$ cat config.mk
export PLATFORM = sky130hd
export DESIGN_NAME = uart_frame_parser_flat
export DESIGN_NICKNAME = d
export VERILOG_FILES = /design/src/rtl/uart_frame_parser_if.sv /design/src/rtl/uart_frame_parser.sv /design/src/flat_wrapper.sv
export SDC_FILE = /design/constraint.sdc
export NUM_CORES = 1
export LEC_CHECK = 0
export BUFFER_PORTS_ARGS = -buffer_cell sky130_fd_sc_hd__buf_4
export CORE_ASPECT_RATIO = 1.1
export CORE_UTILIZATION = 60
export CTS_CLUSTER_SIZE = 12
export DETAILED_ROUTE_END_ITERATION = 8
export PLACE_DENSITY = 0.82
export SETUP_SLACK_MARGIN = 0.4
export SLEW_MARGIN = 20
export SYNTH_ARGS = -nofsm -noshare
export SYNTH_HDL_FRONTEND = slang
export SYNTH_SLANG_ARGS = --single-unit
export TNS_END_PERCENT = 5
$ cat constraint.sdc
create_clock -name clk -period 6.2 [get_ports clk]
set_clock_uncertainty 0.15 [all_clocks]
set_input_delay 0.62 -clock clk [delete_from_list [all_inputs] [get_ports clk]]
set_output_delay 0.62 -clock clk [all_outputs]
set_load 0.02 [all_outputs]
$ cat src/rtl/uart_frame_parser_if.sv
// Port bundle of the UART frame parser: receiver byte
// stream in, validated command and error pulses out.
interface uart_frame_parser_if #(
  parameter int MAX_LEN = 8
);
  logic [7:0]           rx_data;
  logic                 rx_valid;
  logic                 rx_frame_error;
  logic                 cmd_valid;
  logic                 cmd_ready;
  logic [7:0]           cmd_opcode;
  logic [3:0]           cmd_len;
  logic [8*MAX_LEN-1:0] cmd_payload;
  logic                 err_chk;
  logic                 err_line;
  logic                 err_timeout;
  logic                 err_overrun;
  logic                 busy;

  modport master (
    output rx_data, rx_valid, rx_frame_error,
    output cmd_ready,
    input  cmd_valid, cmd_opcode, cmd_len,
    input  cmd_payload,
    input  err_chk, err_line, err_timeout,
    input  err_overrun, busy
  );

  modport slave (
    input  rx_data, rx_valid, rx_frame_error,
    input  cmd_ready,
    output cmd_valid, cmd_opcode, cmd_len,
    output cmd_payload,
    output err_chk, err_line, err_timeout,
    output err_overrun, busy
  );
endinterface

$ cat src/rtl/uart_frame_parser.sv
// Assembles SYNC/OPCODE/LEN/PAYLOAD/CHK packets from the
// UART byte stream and presents them on a valid/ready port.
module uart_frame_parser #(
  parameter int         MAX_LEN        = 8,
  parameter logic [7:0] SYNC_BYTE      = 8'hA5,
  parameter int         TIMEOUT_CYCLES = 100000
) (
  input logic               clk,
  input logic               reset_n,
  uart_frame_parser_if.slave bus
);
  localparam int PW = 8 * MAX_LEN;
  localparam int TW = $clog2(TIMEOUT_CYCLES);

  typedef enum logic [2:0] {
    ST_HUNT,
    ST_OPCODE,
    ST_LEN,
    ST_PAYLOAD,
    ST_CHECK,
    ST_HOLD
  } state_t;

  state_t        state;
  logic [1:0]    sync_q;
  logic          run;
  logic [7:0]    opcode_q;
  logic [7:0]    chk_q;
  logic [3:0]    len_q;
  logic [3:0]    idx_q;
  logic [PW-1:0] payload_q;
  logic [TW-1:0] tcnt_q;
  logic          err_chk_q;
  logic          err_line_q;
  logic          err_to_q;
  logic          err_ovr_q;
  logic          timed;
  logic          take;
  logic          line_hit;
  logic          tout;
  logic [7:0]    rx;

  // Retime reset release so the FSM starts cleanly.
  always_ff @(posedge clk or negedge reset_n) begin
    if (!reset_n) sync_q <= '0;
    else          sync_q <= {sync_q[0], 1'b1};
  end

  assign run      = sync_q[1];
  assign rx       = bus.rx_data;
  assign take     = bus.rx_valid && !bus.rx_frame_error;
  assign line_hit = bus.rx_valid && bus.rx_frame_error;
  assign timed    = state inside {ST_OPCODE, ST_LEN,
                                  ST_PAYLOAD, ST_CHECK};
  assign tout     = timed && !bus.rx_valid &&
                    (tcnt_q == TW'(TIMEOUT_CYCLES - 1));

  // Packet sequencer, timeout counter and error pulses.
  always_ff @(posedge clk or negedge reset_n) begin
    if (!reset_n) begin
      state      <= ST_HUNT;
      opcode_q   <= '0;
      chk_q      <= '0;
      len_q      <= '0;
      idx_q      <= '0;
      payload_q  <= '0;
      tcnt_q     <= '0;
      err_chk_q  <= 1'b0;
      err_line_q <= 1'b0;
      err_to_q   <= 1'b0;
      err_ovr_q  <= 1'b0;
    end else if (run) begin
      err_chk_q  <= 1'b0;
      err_line_q <= 1'b0;
      err_to_q   <= 1'b0;
      err_ovr_q  <= 1'b0;
      if (bus.rx_valid)  tcnt_q <= '0;
      else if (tout)     tcnt_q <= '0;
      else if (timed)    tcnt_q <= tcnt_q + TW'(1);
      if (tout) begin
        err_to_q <= 1'b1;
        state    <= ST_HUNT;
      end
      if (line_hit && state != ST_HOLD) begin
        err_line_q <= 1'b1;
        state      <= ST_HUNT;
      end
      case (state)
        ST_HUNT: begin
          if (take && rx == SYNC_BYTE) state <= ST_OPCODE;
        end
        ST_OPCODE: begin
          if (take) begin
            opcode_q <= rx;
            chk_q    <= rx;
            state    <= ST_LEN;
          end
        end
        ST_LEN: begin
          if (take) begin
            if (rx > 8'(MAX_LEN)) begin
              err_line_q <= 1'b1;
              state      <= ST_HUNT;
            end else begin
              len_q     <= rx[3:0];
              chk_q     <= chk_q ^ rx;
              payload_q <= '0;
              idx_q     <= '0;
              state     <= (rx == 8'd0) ? ST_CHECK
                                        : ST_PAYLOAD;
            end
          end
        end
        ST_PAYLOAD: begin
          if (take) begin
            payload_q <= payload_q |
                         (PW'(rx) << {idx_q, 3'b000});
            chk_q     <= chk_q ^ rx;
            idx_q     <= idx_q + 4'd1;
            if (idx_q + 4'd1 == len_q) state <= ST_CHECK;
          end
        end
        ST_CHECK: begin
          if (take) begin
            if (rx == chk_q) begin
              state <= ST_HOLD;
            end else begin
              err_chk_q <= 1'b1;
              state     <= ST_HUNT;
            end
          end
        end
        ST_HOLD: begin
          if (bus.rx_valid)  err_ovr_q <= 1'b1;
          if (bus.cmd_ready) state     <= ST_HUNT;
        end
        default: state <= ST_HUNT;
      endcase
    end
  end

  assign bus.cmd_valid   = (state == ST_HOLD);
  assign bus.busy        = (state != ST_HUNT);
  assign bus.cmd_opcode  = opcode_q;
  assign bus.cmd_len     = len_q;
  assign bus.cmd_payload = payload_q;
  assign bus.err_chk     = err_chk_q;
  assign bus.err_line    = err_line_q;
  assign bus.err_timeout = err_to_q;
  assign bus.err_overrun = err_ovr_q;
endmodule

$ cat src/flat_wrapper.sv
// flat-port wrapper written by rule: the top's interface ports become plain ports
module uart_frame_parser_flat 
#(
  parameter int         MAX_LEN        = 8,
  parameter logic [7:0] SYNC_BYTE      = 8'hA5,
  parameter int         TIMEOUT_CYCLES = 100000
)
  (clk, reset_n, bus_rx_data, bus_rx_valid, bus_rx_frame_error, bus_cmd_ready, bus_cmd_valid, bus_cmd_opcode, bus_cmd_len, bus_cmd_payload, bus_err_chk, bus_err_line, bus_err_timeout, bus_err_overrun, bus_busy);
  uart_frame_parser_if #(.MAX_LEN(MAX_LEN)) bus_i ();
  input logic clk;
  input logic reset_n;
  input wire logic [$bits(bus_i.rx_data)-1:0] bus_rx_data;
  input wire logic [$bits(bus_i.rx_valid)-1:0] bus_rx_valid;
  input wire logic [$bits(bus_i.rx_frame_error)-1:0] bus_rx_frame_error;
  input wire logic [$bits(bus_i.cmd_ready)-1:0] bus_cmd_ready;
  output wire logic [$bits(bus_i.cmd_valid)-1:0] bus_cmd_valid;
  output wire logic [$bits(bus_i.cmd_opcode)-1:0] bus_cmd_opcode;
  output wire logic [$bits(bus_i.cmd_len)-1:0] bus_cmd_len;
  output wire logic [$bits(bus_i.cmd_payload)-1:0] bus_cmd_payload;
  output wire logic [$bits(bus_i.err_chk)-1:0] bus_err_chk;
  output wire logic [$bits(bus_i.err_line)-1:0] bus_err_line;
  output wire logic [$bits(bus_i.err_timeout)-1:0] bus_err_timeout;
  output wire logic [$bits(bus_i.err_overrun)-1:0] bus_err_overrun;
  output wire logic [$bits(bus_i.busy)-1:0] bus_busy;
  assign bus_i.rx_data = bus_rx_data;
  assign bus_i.rx_valid = bus_rx_valid;
  assign bus_i.rx_frame_error = bus_rx_frame_error;
  assign bus_i.cmd_ready = bus_cmd_ready;
  assign bus_cmd_valid = bus_i.cmd_valid;
  assign bus_cmd_opcode = bus_i.cmd_opcode;
  assign bus_cmd_len = bus_i.cmd_len;
  assign bus_cmd_payload = bus_i.cmd_payload;
  assign bus_err_chk = bus_i.err_chk;
  assign bus_err_line = bus_i.err_line;
  assign bus_err_timeout = bus_i.err_timeout;
  assign bus_err_overrun = bus_i.err_overrun;
  assign bus_busy = bus_i.busy;
  uart_frame_parser #(.MAX_LEN(MAX_LEN), .SYNC_BYTE(SYNC_BYTE), .TIMEOUT_CYCLES(TIMEOUT_CYCLES)) u_core (.clk(clk), .reset_n(reset_n), .bus(bus_i));
endmodule
**Word level (Yosys, flattened, before mapping)**

Index checks and enable logic that the tools add are counted.

- Register bits: 114
- Word-level logic and storage cells: 92

- Add/sub/neg operators: 2
- $lt $le $gt $ge: 1
- Equality and inequality tests: 14
- Shifts and indexed selects: 1
- Multiplexer cells: 39
- Bitwise operators: 3
- Reductions and logical operators: 20

Operators by type and width:

| kind | count |
|---|---|
| $mux W64 | 3 |
| $pmux W64 S2 | 1 |
| $or A64 B64 Y64 | 1 |
| $shl A8 B7 Y64 | 1 |
| $mux W17 | 3 |
| $mux W3 | 12 |
| $mux W8 | 4 |
| $pmux W8 S3 | 1 |
| $pmux W3 S6 | 1 |
| $add A17 B1 Y17 const B | 1 |
| $eq A17 B17 Y1 const B | 1 |
| $mux W4 | 3 |
| $mux W1 | 10 |
| $reduce_bool A3 Y1 | 3 |
| $eq A8 B8 Y1 | 1 |
| $eq A8 B8 Y1 const B | 1 |
| $gt A8 B4 Y1 const B | 1 |
| $logic_not A8 Y1 | 1 |
| $pmux W4 S2 | 1 |
| $xor A8 B8 Y8 | 1 |
| $eq A3 B2 Y1 const B | 2 |
| $eq A3 B3 Y1 const B | 2 |
| $logic_and A1 B1 Y1 | 6 |
| $ne A2 B1 Y1 const B | 3 |
| 15 further kinds | 16 |

**Logic depth before layout (Yosys ltp)**

Gate-level depths: netlist (run 1).

- Depth after elaboration: 9
- Mapped depth: 8
- Gate-level depth less buffers: 6

**Least setup slack after synthesis (run 1)**

No wires, ideal clock.

- Kind: input to register
- From: in bus_rx_data[0]
- To: reg u_core.payload_q[10], in the netlist u_core.bus.cmd_payload[10]
- Arrival time: 1.947 ns
- Setup slack: 3.983 ns
- Stages: 7
- Cells stage by stage: clkbuf_1 -> o31ai_4 -> nand2_2 -> nor3_2 -> buf_2 -> buf_4 -> nor2_1

- Word-level cells in the longest chain between the ends: 3

RTL lines:

| element | line | text |
|---|---|---|
| start, declared | flat_wrapper.sv:12 | `input wire logic [$bits(bus_i.rx_data)-1:0] bus_rx_data;` |
| $gt A8 B4 Y1 | uart_frame_parser.sv:101 | `if (rx > 8'(MAX_LEN)) begin` |
| $ne A2 B2 Y1 (no source line) | - |  |
| $reduce_and A5 Y1 (no source line) | - |  |
| end signal, assigned | uart_frame_parser.sv:116 | `payload_q <= payload_q \|` |
| end, declared | uart_frame_parser.sv:31 | `logic [PW-1:0] payload_q;` |

No other way between the ends.
A chain may end at the register's enable or synchronous reset.

**Worst setup path after layout (run 1)**

- From: reg u_core.state[0]
- To: reg u_core.tcnt_q[10]

- Word-level cells in the longest chain between the ends: 6
- Elaborated cells between the ends (all ways): 11

RTL lines:

| element | line | text |
|---|---|---|
| start, declared | uart_frame_parser.sv:24 | `state_t state;` |
| start signal, assigned | uart_frame_parser.sv:109 | `state <= (rx == 8'd0) ? ST_CHECK` |
| $eq A3 B1 Y1 (tied with other cells) | uart_frame_parser.sv:53 | `assign timed = state inside {ST_OPCODE, ST_LEN,` |
| $reduce_bool A4 Y1 * | uart_frame_parser.sv:53 |  |
| $logic_and A1 B1 Y1 (2 in series) | uart_frame_parser.sv:55 | `assign tout = timed && !bus.rx_valid &&` |
| $reduce_bool A3 Y1 (no source line) / $mux W17 (equally long branches) | - |  |
| $reduce_and A2 Y1 (no source line) / $mux W17 (equally long branches) | - |  |
| end signal, assigned | uart_frame_parser.sv:79 | `else if (timed) tcnt_q <= tcnt_q + TW'(1);` |
| end, declared | uart_frame_parser.sv:32 | `logic [TW-1:0] tcnt_q;` |

Every way passes the cells marked *; elsewhere a longest branch is shown, timed or not.

==> metrics.cfg, run 1 <==
[status]
status=completed

[routing]
drt_pass1_iterations=5
post_drt_wl_per_cell_um=19.5
drc=0
ant_nets=0
vias_per_cell=6.37
num_vias=4645
wl_um=14200
first_iter_violations=304

[synthesis]
synth-seq-cells=114
yosysTopAreaCellShare_pct=53.8
synthDistinctLibCells=62
synth-edff-count=0
synth_area_um2=5310
synth-main-ff-cell=dfrtp_1
synthTopCellsByArea=dfrtp_1 (54%), a31oi_1 (9.0%), nor2_1 (6.0%)
synthMuxAreaShare_pct=2.95
synth_compound_area_share_pct=15.9
synth_fa_ha_area_share_pct=0.472
synth_nets=542
avgSynthCellArea_um2=10.1
synthCells=527
synth-async-reset-ratio_pct=100
synth-xor-area-share_pct=3.80
yosysWarnings=0
yosysMostFrequentCell=dfrtp_1
synth_top_family_by_area=simple AND/OR/NAND/NOR gates
synthSimpleGateAreaFrac_pct=18.3
synth_commonest_cells=dfrtp_1 (114), nor2_1 (85), a31oi_1 (76)
yosys.area.top_type=dfrtp_1
yosysSeqAreaShare_pct=53.8

[cells_and_area]
syn_to_final_growth_pct=24.5
stdcell_count=729
num_antenna_cells=0
drive_above_1_share_pct=22.5
nNetsFinal=620

[cts]
numCtsBuffers=17
cts_buffer_depth=2
cts_resized=0
root_buffer=clkbuf_8
clock-sinks=114
ctsHtreeMaxLevel=4
cts_tree=yes
cts.reportedPaths.clkPinSlew_ns=0.06
clock_latency_ns=0.52

[sta]
tns_ns=0
relSlewSlack_pct=28.3
rsz0062_at_grt=no
fin_worst_hold_slack_ns=0.195
period_needed_ns=2.84
report.final.slew_viol_count=0
period_share_pct=45.9
timing.fmax_mhz=352
tightestPinTransition_ns=1.07
hold_viol=0
setup_viol_count_final=0

[pwr]
power.sequential.fraction_pct=38.9
p_clk_share_pct=43.1
sw_frac_of_total_pct=29.6
ir_drop_mv=0.298
p_leak_uw=0.00320
internal_power_uw=1680
power_frac_comb_pct=18.0
cellPowerDensity_nw_per_um2=361
power_switching_uw=705

[global_routing]
grt_usage_pct=32.8
overflow=0
grt_pass1_wl_um=23000
grt_max_degree=80
antenna_found_initial=0
grt_pass1_vias=4421

[place]
dp.cells=696
place_congestion=0.886
dp.final_hpwl_um=8440
port_buffers=94

[floorplan]
io_pins=95
initial_utilization_pct=62.4
fp-row-count=35
die_w_um=91.7
die_h_um=101
core_area_um2=8500
dieArea_um2=9220

[worst_setup_path]
worstPathRequired_ns=6.48
crit_top_cell=nor2_1
cp_max_fo=14
worstSetupPathType=reg2reg
path_cells=or3_1 > a21oi_1 > nand2b_1 > nor2_1 > nor2_1
critPathLaunchType=flip-flop
cp-end-kind=flip-flop
slowest_stage=a21oi_1
crit_arrival_ns=3.12
path_delay_family=simple AND/OR/NAND/NOR gates
critPathBufInv=0
slowest_delay_ns=0.78

[flow_run]
drv_cap=0

[worst_hold_path]
hold_path_class=reg2reg

-- routing by layer --
metal	track usage (%)	wire length (um)
met5	0	0
met4	12.2	357
met3	8.30	1130
met1	42.6	5580
met2	53.4	7160
-- area by class of cell --
cell class / instances / area, um^2
Timing Repair Buffer: 98 / 738
Tap cell: 111 / 139
Multi-Input combinational cell: 367 / 2220
Inverter: 7 / 26.3
Clock inverter: 12 / 179
Sequential cell: 114 / 2850
Fill cell: 561 / 1890
Clock buffer: 20 / 445
-- final timing paths --
path | slack [ns] | start | to | cells after the start
max reg2reg | 3.36 | u_core.state[0]$_DFFE_PN0P_ | u_core.tcnt_q[10]$_DFFE_PN0P_ | 5
min in group asynchronous | 0.44 | reset_n | u_core.tcnt_q[0]$_DFFE_PN0P_ | 2
max in group asynchronous | 4.14 | reset_n | u_core.bus.cmd_payload[1]$_DFFE_PN0P_ | 3
min reg2reg | 0.19 | u_core.sync_q[0]$_DFF_PN0_ | u_core.sync_q[1]$_DFF_PN0_ | 0
min | 0.19 | u_core.sync_q[0]$_DFF_PN0_ | u_core.sync_q[1]$_DFF_PN0_ | 0
max | 3.36 | u_core.state[0]$_DFFE_PN0P_ | u_core.tcnt_q[10]$_DFFE_PN0P_ | 5
-- flip-flops by register name, summed over array words and instances (netlist names) --
| name | cells |
|---|---|
| u_core.chk_q | 8 |
| u_core.idx_q | 4 |
| u_core.bus.cmd_len | 4 |
| u_core.bus.err_chk | 1 |
| u_core.bus.cmd_payload | 64 |
| u_core.bus.err_overrun | 1 |
| u_core.tcnt_q | 17 |
| u_core.bus.err_line | 1 |
| u_core.state | 3 |
| u_core.bus.cmd_opcode | 8 |
| u_core.sync_q | 2 |
| u_core.bus.err_timeout | 1 |
-- worst reg2reg max path: stages (launching register included) --
cell	delay (ns)
dfrtp_1	0.53
or3_1	0.49
a21oi_1	0.78
nand2b_1	0.38
nor2_1	0.22
nor2_1	0.20
-- layout by cell type, fill, tap and decap left out, types with 12 or more instances in the layout --
cell type,count
dfrtp_1,114
buf_4,97
nor2_1,85
a31oi_1,76
nand2_1,33
xnor2_1,20
clkbuf_16,16
nand3_1,13
a21oi_1,13
mux2_1,12
nor3_1,12
-- per-stage QoR --
stage	power, uW	setup WS, ns	area, um^2	util (%)
final	2380	3.36	6600	77.7
after global placement	1330	3.47	5960	70.2
after global routing	2480	3.15	6600	77.7
after CTS	2380	3.38	6600	77.6
after floorplan	1190	3.98	5310	-
after detailed placement	1350	3.43	5960	70.2
-- repair_timing --
item                      CTS  global route
buffers inserted            0             0
hold buffers                1             0
hold endpoints to repair   35             0
-- power by group through the flow --
stage | Combinational, uW | Sequential [uW] | Clock (uW)
5_1_grt | 470 | 940 | 1070
3_3_place_gp | 406 | 927 | 0
4_1_cts | 428 | 924 | 1030
2_1_floorplan | 231 | 955 | 0
3_5_place_dp | 419 | 933 | 0
6_report | 429 | 926 | 1030
-- cells by family after synthesis --
family	Yosys count
adders and majority gates	2
muxes	14
and+or+nand+nor	198
DFF	114
xor gates and xnor gates	23
AOI/OAI and AO/OA	129
other	1
buffers and inverters	46
Power figures use the tool's default switching activity.
==> inputs of run 2 (changes only) <==
--- a/config.mk
+++ b/config.mk
@@ -7,10 +7,10 @@
 export LEC_CHECK = 0
 export BUFFER_PORTS_ARGS = -buffer_cell sky130_fd_sc_hd__buf_4
 export CORE_ASPECT_RATIO = 1.1
-export CORE_UTILIZATION = 60
+export CORE_UTILIZATION = 56
 export CTS_CLUSTER_SIZE = 12
 export DETAILED_ROUTE_END_ITERATION = 8
-export PLACE_DENSITY = 0.82
+export PLACE_DENSITY = 0.77
 export SETUP_SLACK_MARGIN = 0.4
 export SLEW_MARGIN = 20
 export SYNTH_ARGS = -nofsm -noshare
==> constraint.sdc (replaced) <==
create_clock -name clk -period 2.9 [get_ports clk]
set_clock_uncertainty 0.15 [all_clocks]
set_input_delay 0.29 -clock clk [delete_from_list [all_inputs] [get_ports clk]]
set_output_delay 0.29 -clock clk [all_outputs]
set_load 0.02 [all_outputs]
==> run 2 against run 1 <==
Die area rose by 7.0%. Combinational power rose by 120%. Non-clock buffer count rose by 12. Design area rose by 1.5%. Global-route usage fell by 2.4 points. Clock-buffer cell count fell by 3. Register-to-register slack got worse by 2.8 ns. Total power rose by 110%. Flip-flop and latch count did not move. Sequential share of layout area fell by 0.62 points. Clock power rose by 97%. Critical path type unchanged. Highest routed layer unchanged.
==> metrics.cfg, run 2 (synthesized netlist as in run 1, its figures left out) <==
[status]
status=completed  ; unchanged

[sta]
report.final.slew_viol_count=0  ; unchanged
tightestPinTransition_ns=0.889  ; was 1.07 ns
rsz0062_at_grt=no  ; unchanged
hold_viol=0  ; unchanged
relSlewSlack_pct=40.3  ; was 28.3%
timing.fmax_mhz=419  ; was 352 MHz
period_share_pct=82.4  ; was 45.9%
period_needed_ns=2.39  ; was 2.84 ns
tns_ns=0  ; unchanged
setup_viol_count_final=0  ; unchanged

[place]
dp.cells=703  ; was 696
dp.final_hpwl_um=8810  ; was 8440 um
port_buffers=94  ; unchanged
place_congestion=0.900  ; was 0.886

[pwr]
power.sequential.fraction_pct=39.9  ; was 38.9%
power_switching_uw=1560  ; was 705 uW
ir_drop_mv=0.404  ; was 0.298 mV
power_uw=4950  ; was 2380 uW
sw_frac_of_total_pct=31.6  ; was 29.6%
cellPowerDensity_nw_per_um2=739  ; was 361 nW/um^2
p_leak_uw=0.00324  ; was 0.00320 uW
p_clk_share_pct=41.0  ; was 43.1%
internal_power_uw=3380  ; was 1680 uW
power_frac_comb_pct=19.1  ; was 18.0%

[global_routing]
overflow=0  ; unchanged
antenna_found_initial=0  ; unchanged
grt_pass1_wl_um=23100  ; was 23000 um
grt_max_degree=79  ; was 80
grt_pass1_vias=4544  ; was 4421
grt_usage_pct=30.4  ; was 32.8%

[routing]
num_vias=4730  ; was 4645
post_drt_wl_per_cell_um=19.5  ; about the same
drt_pass1_iterations=8  ; was 5
first_iter_violations=441  ; was 304
vias_per_cell=6.36  ; was 6.37
ant_nets=0  ; unchanged
drc=0  ; unchanged
wl_um=14500  ; was 14200 um

[worst_setup_path]
rr_startpoint=u_core.idx_q[0]$_DFFE_PN0P_  ; was u_core.state[0]$_DFFE_PN0P_
cp-end-kind=flip-flop  ; unchanged
startpoint=u_core.idx_q[0]$_DFFE_PN0P_  ; was u_core.state[0]$_DFFE_PN0P_
crit_arrival_ns=2.61  ; was 3.12 ns
critPathLaunchType=flip-flop  ; unchanged
worstPathRequired_ns=3.12  ; was 6.48 ns
cp_max_fo=10  ; was 14
worstSetupPathType=reg2reg  ; unchanged

[flow_run]
drv_cap=0  ; unchanged

[floorplan]
io_pins=95  ; unchanged
die_w_um=94.8  ; was 91.7 um
core_area_um2=9010  ; was 8500 um^2
fp-row-count=36  ; was 35
die_h_um=104  ; was 101 um
initial_utilization_pct=58.9  ; was 62.4%
dieArea_um2=9870  ; was 9220 um^2

[cts]
root_buffer=clkbuf_8  ; unchanged
cts_resized=0  ; unchanged
cts_buffer_depth=2  ; unchanged
cts_tree=yes  ; unchanged
clock_latency_ns=0.51  ; was 0.52 ns
numCtsBuffers=17  ; unchanged
ctsHtreeMaxLevel=4  ; unchanged
cts.reportedPaths.clkPinSlew_ns=0.06  ; about the same
clock-sinks=114  ; unchanged

[cells_and_area]
num_antenna_cells=0  ; unchanged
largest_reg_flops=64  ; unchanged
nNetsFinal=632  ; was 620
seq_area_um2=2850  ; unchanged
n_fill_cell=634  ; was 561
syn_to_final_growth_pct=26.3  ; was 24.5%
final_common_cell=dfrtp_1  ; unchanged
multi_input_area_um2=2220  ; about the same
final_cell_mix=dfrtp_1 (114), buf_4 (101), nor2_1 (85)  ; was dfrtp_1 (114), buf_4 (97), nor2_1 (85)
stdcell_count=744  ; was 729
drive_above_1_share_pct=23.3  ; was 22.5%

[worst_hold_path]
hold_path_class=in2reg  ; was reg2reg
hp-start=bus_rx_data[3]  ; was u_core.sync_q[0]$_DFF_PN0_

## run 2: cell types whose count changed in the layout (fill, tap and decap cells not counted), sizes merged
cell and change:
buf +8, clkinv +4, dlygate4sd3 +4, clkbuf -3, bufinv -2, inv +1
## run 2: metrics by stage
stage | utilization, % | worst slack [ns] | hold WS (ns) | cell area [um^2]
3_5_place_dp | 67.0 | 0.477 | 0.142 | 6030
6_report | 74.4 | 0.511 | 0.0274 | 6700
4_1_cts | 73.9 | 0.404 | 0.00613 | 6660
2_1_floorplan | - | 0.850 | -0.156 | 5310
3_3_place_gp | 67.0 | 0.556 | 0.135 | 6030
5_1_grt | 74.4 | 0.408 | 0.0120 | 6700
## run 2: critical path: stages (launching register included)
cell,delay [ns]
dfrtp_1,0.50
ha_1,0.38
xnor2_1,0.20
nand2_1,0.12
or4_1,0.50
a211oi_1,0.26
o211ai_1,0.13
## run 2: timing repair
| action | 4_1_cts | 5_1_grt |
|---|---|---|
| endpoints found under the hold margin | 42 | 0 |
| buffers inserted | 0 | 4 |
| hold buffers | 5 | 0 |
| endpoints found under the setup margin | 0 | 54 |
## run 2: final cells by class
type,instances,area share [%]
multi-input combinational,367,33.1
clock buffer,17,6.18
inverter,7,0.392
clock inverter,15,2.37
timing repair buffer,110,13.3
tap,114,2.13
sequential,114,42.6
## run 2: path summary, 6_finish.rpt
kind	cells after the start	slack [ns]	end
setup / recovery	6	0.51	u_core.state[0]$_DFFE_PN0P_
hold / removal	2	0.03	u_core.chk_q[3]$_DFFE_PN0P_
setup reg to reg	6	0.51	u_core.state[0]$_DFFE_PN0P_
hold reg to reg	0	0.20	u_core.sync_q[1]$_DFF_PN0_
max in group asynchronous	3	1.70	u_core.bus.cmd_len[1]$_DFFE_PN0P_
min in group asynchronous	2	0.13	u_core.tcnt_q[16]$_DFFE_PN0P_
## run 2: per-layer routing
layer | vias up | GRT usage [%] | wire (um)
li1 | 2083 | - | -
met1 | 2373 | 41.0 | 5840
met2 | 242 | 46.7 | 7270
met3 | 32 | 7.60 | 1070
met4 | 0 | 12.1 | 336
met5 | - | 0 | 0
## run 2: power groups by stage
stage	logic (uW)	clock network, uW	registers, uW
2_1_floorplan	493	0	2040
3_3_place_gp	894	0	1980
3_5_place_dp	913	0	1990
4_1_cts	937	2040	1970
5_1_grt	1030	2100	2000
6_report	945	2030	1980
==> inputs of run 3 (changes only) <==
==> constraint.sdc (replaced) <==
create_clock -name clk -period 2.3 [get_ports clk]
set_clock_uncertainty 0.15 [all_clocks]
set_input_delay 0.23 -clock clk [delete_from_list [all_inputs] [get_ports clk]]
set_output_delay 0.23 -clock clk [all_outputs]
set_load 0.02 [all_outputs]
==> run 3 against run 2 <==
Clock-buffer cell count up 3. Flip-flop and latch count is the same. Sequential power is 24% higher. Non-clock buffer count increased by 43. First-iteration DRC count decreased by 2.9%. Register-to-register slack got worse by 0.30 ns. Total power up 32%. Combinational power grew 59%. Routed wire length grew 12%. Critical path type unchanged. Critical endpoint is now u_core.tcnt_q[9]$_DFFE_PN0P_.
==> metrics.cfg, run 3 (synthesized netlist as in run 1, its figures left out) <==
[status]
status=completed  ; unchanged

[flow_run]
drv_cap=0  ; unchanged

[cells_and_area]
largest_reg_flops=64  ; unchanged
stdcell_count=787  ; was 744
drive_above_1_share_pct=29.7  ; was 23.3%
final_cell_mix=buf_4 (129), dfrtp_1 (111), nor2_1 (84)  ; was dfrtp_1 (114), buf_4 (101), nor2_1 (85)
final_common_cell=buf_4  ; was dfrtp_1
n_fill_cell=571  ; was 634
multi_input_area_um2=2330  ; was 2220 um^2
fin_util_pct=80.5  ; was 74.4%
num_antenna_cells=0  ; unchanged
syn_to_final_growth_pct=36.7  ; was 26.3%
nNetsFinal=675  ; was 632
seq_area_um2=2860  ; was 2850 um^2

[worst_setup_path]
worstSetupPathType=reg2reg  ; unchanged
worstPathRequired_ns=2.55  ; was 3.12 ns
cp_max_fo=6  ; was 10
crit_arrival_ns=2.34  ; was 2.61 ns
critPathLaunchType=flip-flop  ; unchanged
cp-end-kind=flip-flop  ; unchanged

[sta]
rsz0062_at_grt=yes  ; was no
setup_viol_count_final=0  ; unchanged
tns_ns=0  ; unchanged
fin_worst_hold_slack_ns=0.000282  ; was 0.0274 ns
period_needed_ns=2.09  ; was 2.39 ns
setup_ws_ns=0.208  ; was 0.511 ns
period_share_pct=91.0  ; was 82.4%
tightestPinTransition_ns=0.575  ; was 0.889 ns
timing.fmax_mhz=478  ; was 419 MHz
hold_viol=0  ; unchanged
report.final.slew_viol_count=0  ; unchanged
relSlewSlack_pct=61.5  ; was 40.3%

[cts]
cts_buffer_depth=2  ; unchanged
ctsHtreeMaxLevel=4  ; unchanged
clock_latency_ns=0.52  ; was 0.51 ns
cts_tree=yes  ; unchanged
root_buffer=clkbuf_8  ; unchanged
clock-sinks=114  ; unchanged
cts.reportedPaths.clkPinSlew_ns=0.06  ; about the same
numCtsBuffers=17  ; unchanged

[routing]
first_iter_violations=428  ; was 441
vias_per_cell=6.28  ; was 6.36
post_drt_wl_per_cell_um=20.6  ; was 19.5 um
wl_um=16200  ; was 14500 um
drc=0  ; unchanged
num_vias=4944  ; was 4730
drt_pass1_iterations=5  ; was 8
ant_nets=0  ; unchanged

[global_routing]
overflow=0  ; unchanged
grt_max_degree=50  ; was 79
grt_pass1_wl_um=25800  ; was 23100 um
grt_usage_pct=34.3  ; was 30.4%
antenna_found_initial=0  ; unchanged
grt_pass1_vias=4885  ; was 4544

[pwr]
sw_frac_of_total_pct=30.7  ; was 31.6%
p_clk_share_pct=39.4  ; was 41.0%
p_leak_uw=0.00348  ; was 0.00324 uW
power_frac_comb_pct=23.0  ; was 19.1%
power.sequential.fraction_pct=37.6  ; was 39.9%
cellPowerDensity_nw_per_um2=899  ; was 739 nW/um^2
ir_drop_mv=0.575  ; was 0.404 mV
internal_power_uw=4510  ; was 3380 uW
power_switching_uw=2000  ; was 1560 uW

[place]
dp.cells=726  ; was 703
dp.final_hpwl_um=9180  ; was 8810 um
port_buffers=94  ; unchanged
pre_cts_slack_ns=0.108  ; was 0.477 ns
place_congestion=0.890  ; was 0.900

[floorplan]
core_area_um2=9010  ; unchanged
fp-row-count=36  ; unchanged
initial_utilization_pct=58.9  ; unchanged
io_pins=95  ; unchanged
die_h_um=104  ; unchanged
dieArea_um2=9870  ; unchanged
die_w_um=94.8  ; unchanged

[worst_hold_path]
hold_path_class=in2reg  ; unchanged

run 3: cell types whose count changed in the layout (fill, tap and decap cells not counted), moves of 3 or more:
cell	change
clkinv_4	-4
dfrtp_2	+3
dlygate4sd3_1	+10
clkbuf_8	+3
clkinvlp_4	+4
dfrtp_1	-3
buf_4	+28
run 3: metal layers:
layer  routed length, um  track usage (%)  up-vias
met2                8140             52.9      254
met5                   0                0        -
met1                6480             47.0     2471
li1                    -                -     2178
met4                 430             13.2        0
met3                1200             7.75       41
run 3: power by group through the flow:
stage | Combinational [uW] | Sequential (uW) | Clock (uW)
floorplan | 631 | 2580 | 0
global placement | 1270 | 2440 | 0
detailed placement | 1310 | 2450 | 0
CTS | 1450 | 2430 | 2580
global route | 1620 | 2470 | 2670
finish | 1500 | 2450 | 2570
run 3: final cells by class:
| cell class | instances | share of cell area (%) |
|---|---|---|
| clock buffer | 20 | 6.28 |
| clock inverter | 12 | 1.81 |
| inverter | 7 | 0.362 |
| multi-input combinational | 367 | 32.2 |
| sequential | 114 | 39.4 |
| tap | 114 | 1.97 |
| timing repair buffer | 153 | 18.0 |
run 3: what timing repair did:
item | 4_1_cts | 5_1_grt
cloned | 0 | 1
buffers inserted | 11 | 2
setup endpoints to repair | 93 | 110
endpoints found under the hold margin | 87 | 0
hold buffers | 15 | 0
pin swaps | 6 | 5
resized for setup | 20 | 5
run 3: critical path, stage by stage, from the launching register on:
cell and delay [ns]:
dfrtp_1 0.48, inv_1 0.10, or4_1 0.64, nor4_1 0.33, xnor2_1 0.20, nor2_1 0.08
run 3: path summary, 6_finish.rpt:
check | start | end | slack, ns | cells after the start
worst max register to register | u_core.tcnt_q[5]$_DFFE_PN0P_ | u_core.tcnt_q[9]$_DFFE_PN0P_ | 0.21 | 5
worst min register to register | u_core.sync_q[0]$_DFF_PN0_ | u_core.sync_q[1]$_DFF_PN0_ | 0.21 | 0
worst max-delay path | u_core.tcnt_q[5]$_DFFE_PN0P_ | u_core.tcnt_q[9]$_DFFE_PN0P_ | 0.21 | 5
min in group asynchronous | reset_n | u_core.tcnt_q[3]$_DFFE_PN0P_ | 0.09 | 2
worst min-delay path | bus_rx_data[1] | u_core.bus.cmd_payload[41]$_DFFE_PN0P_ | 0.0003 | 3
max in group asynchronous | reset_n | u_core.idx_q[3]$_DFFE_PN0P_ | 1.26 | 3
run 3: metrics by stage:
step | instance area, um^2 | total power [uW]
4_1_cts | 7170 | 6460
3_3_place_gp | 6250 | 3700
2_1_floorplan | 5330 | 3210
3_5_place_dp | 6250 | 3760
5_1_grt | 7250 | 6760
6_report | 7250 | 6510
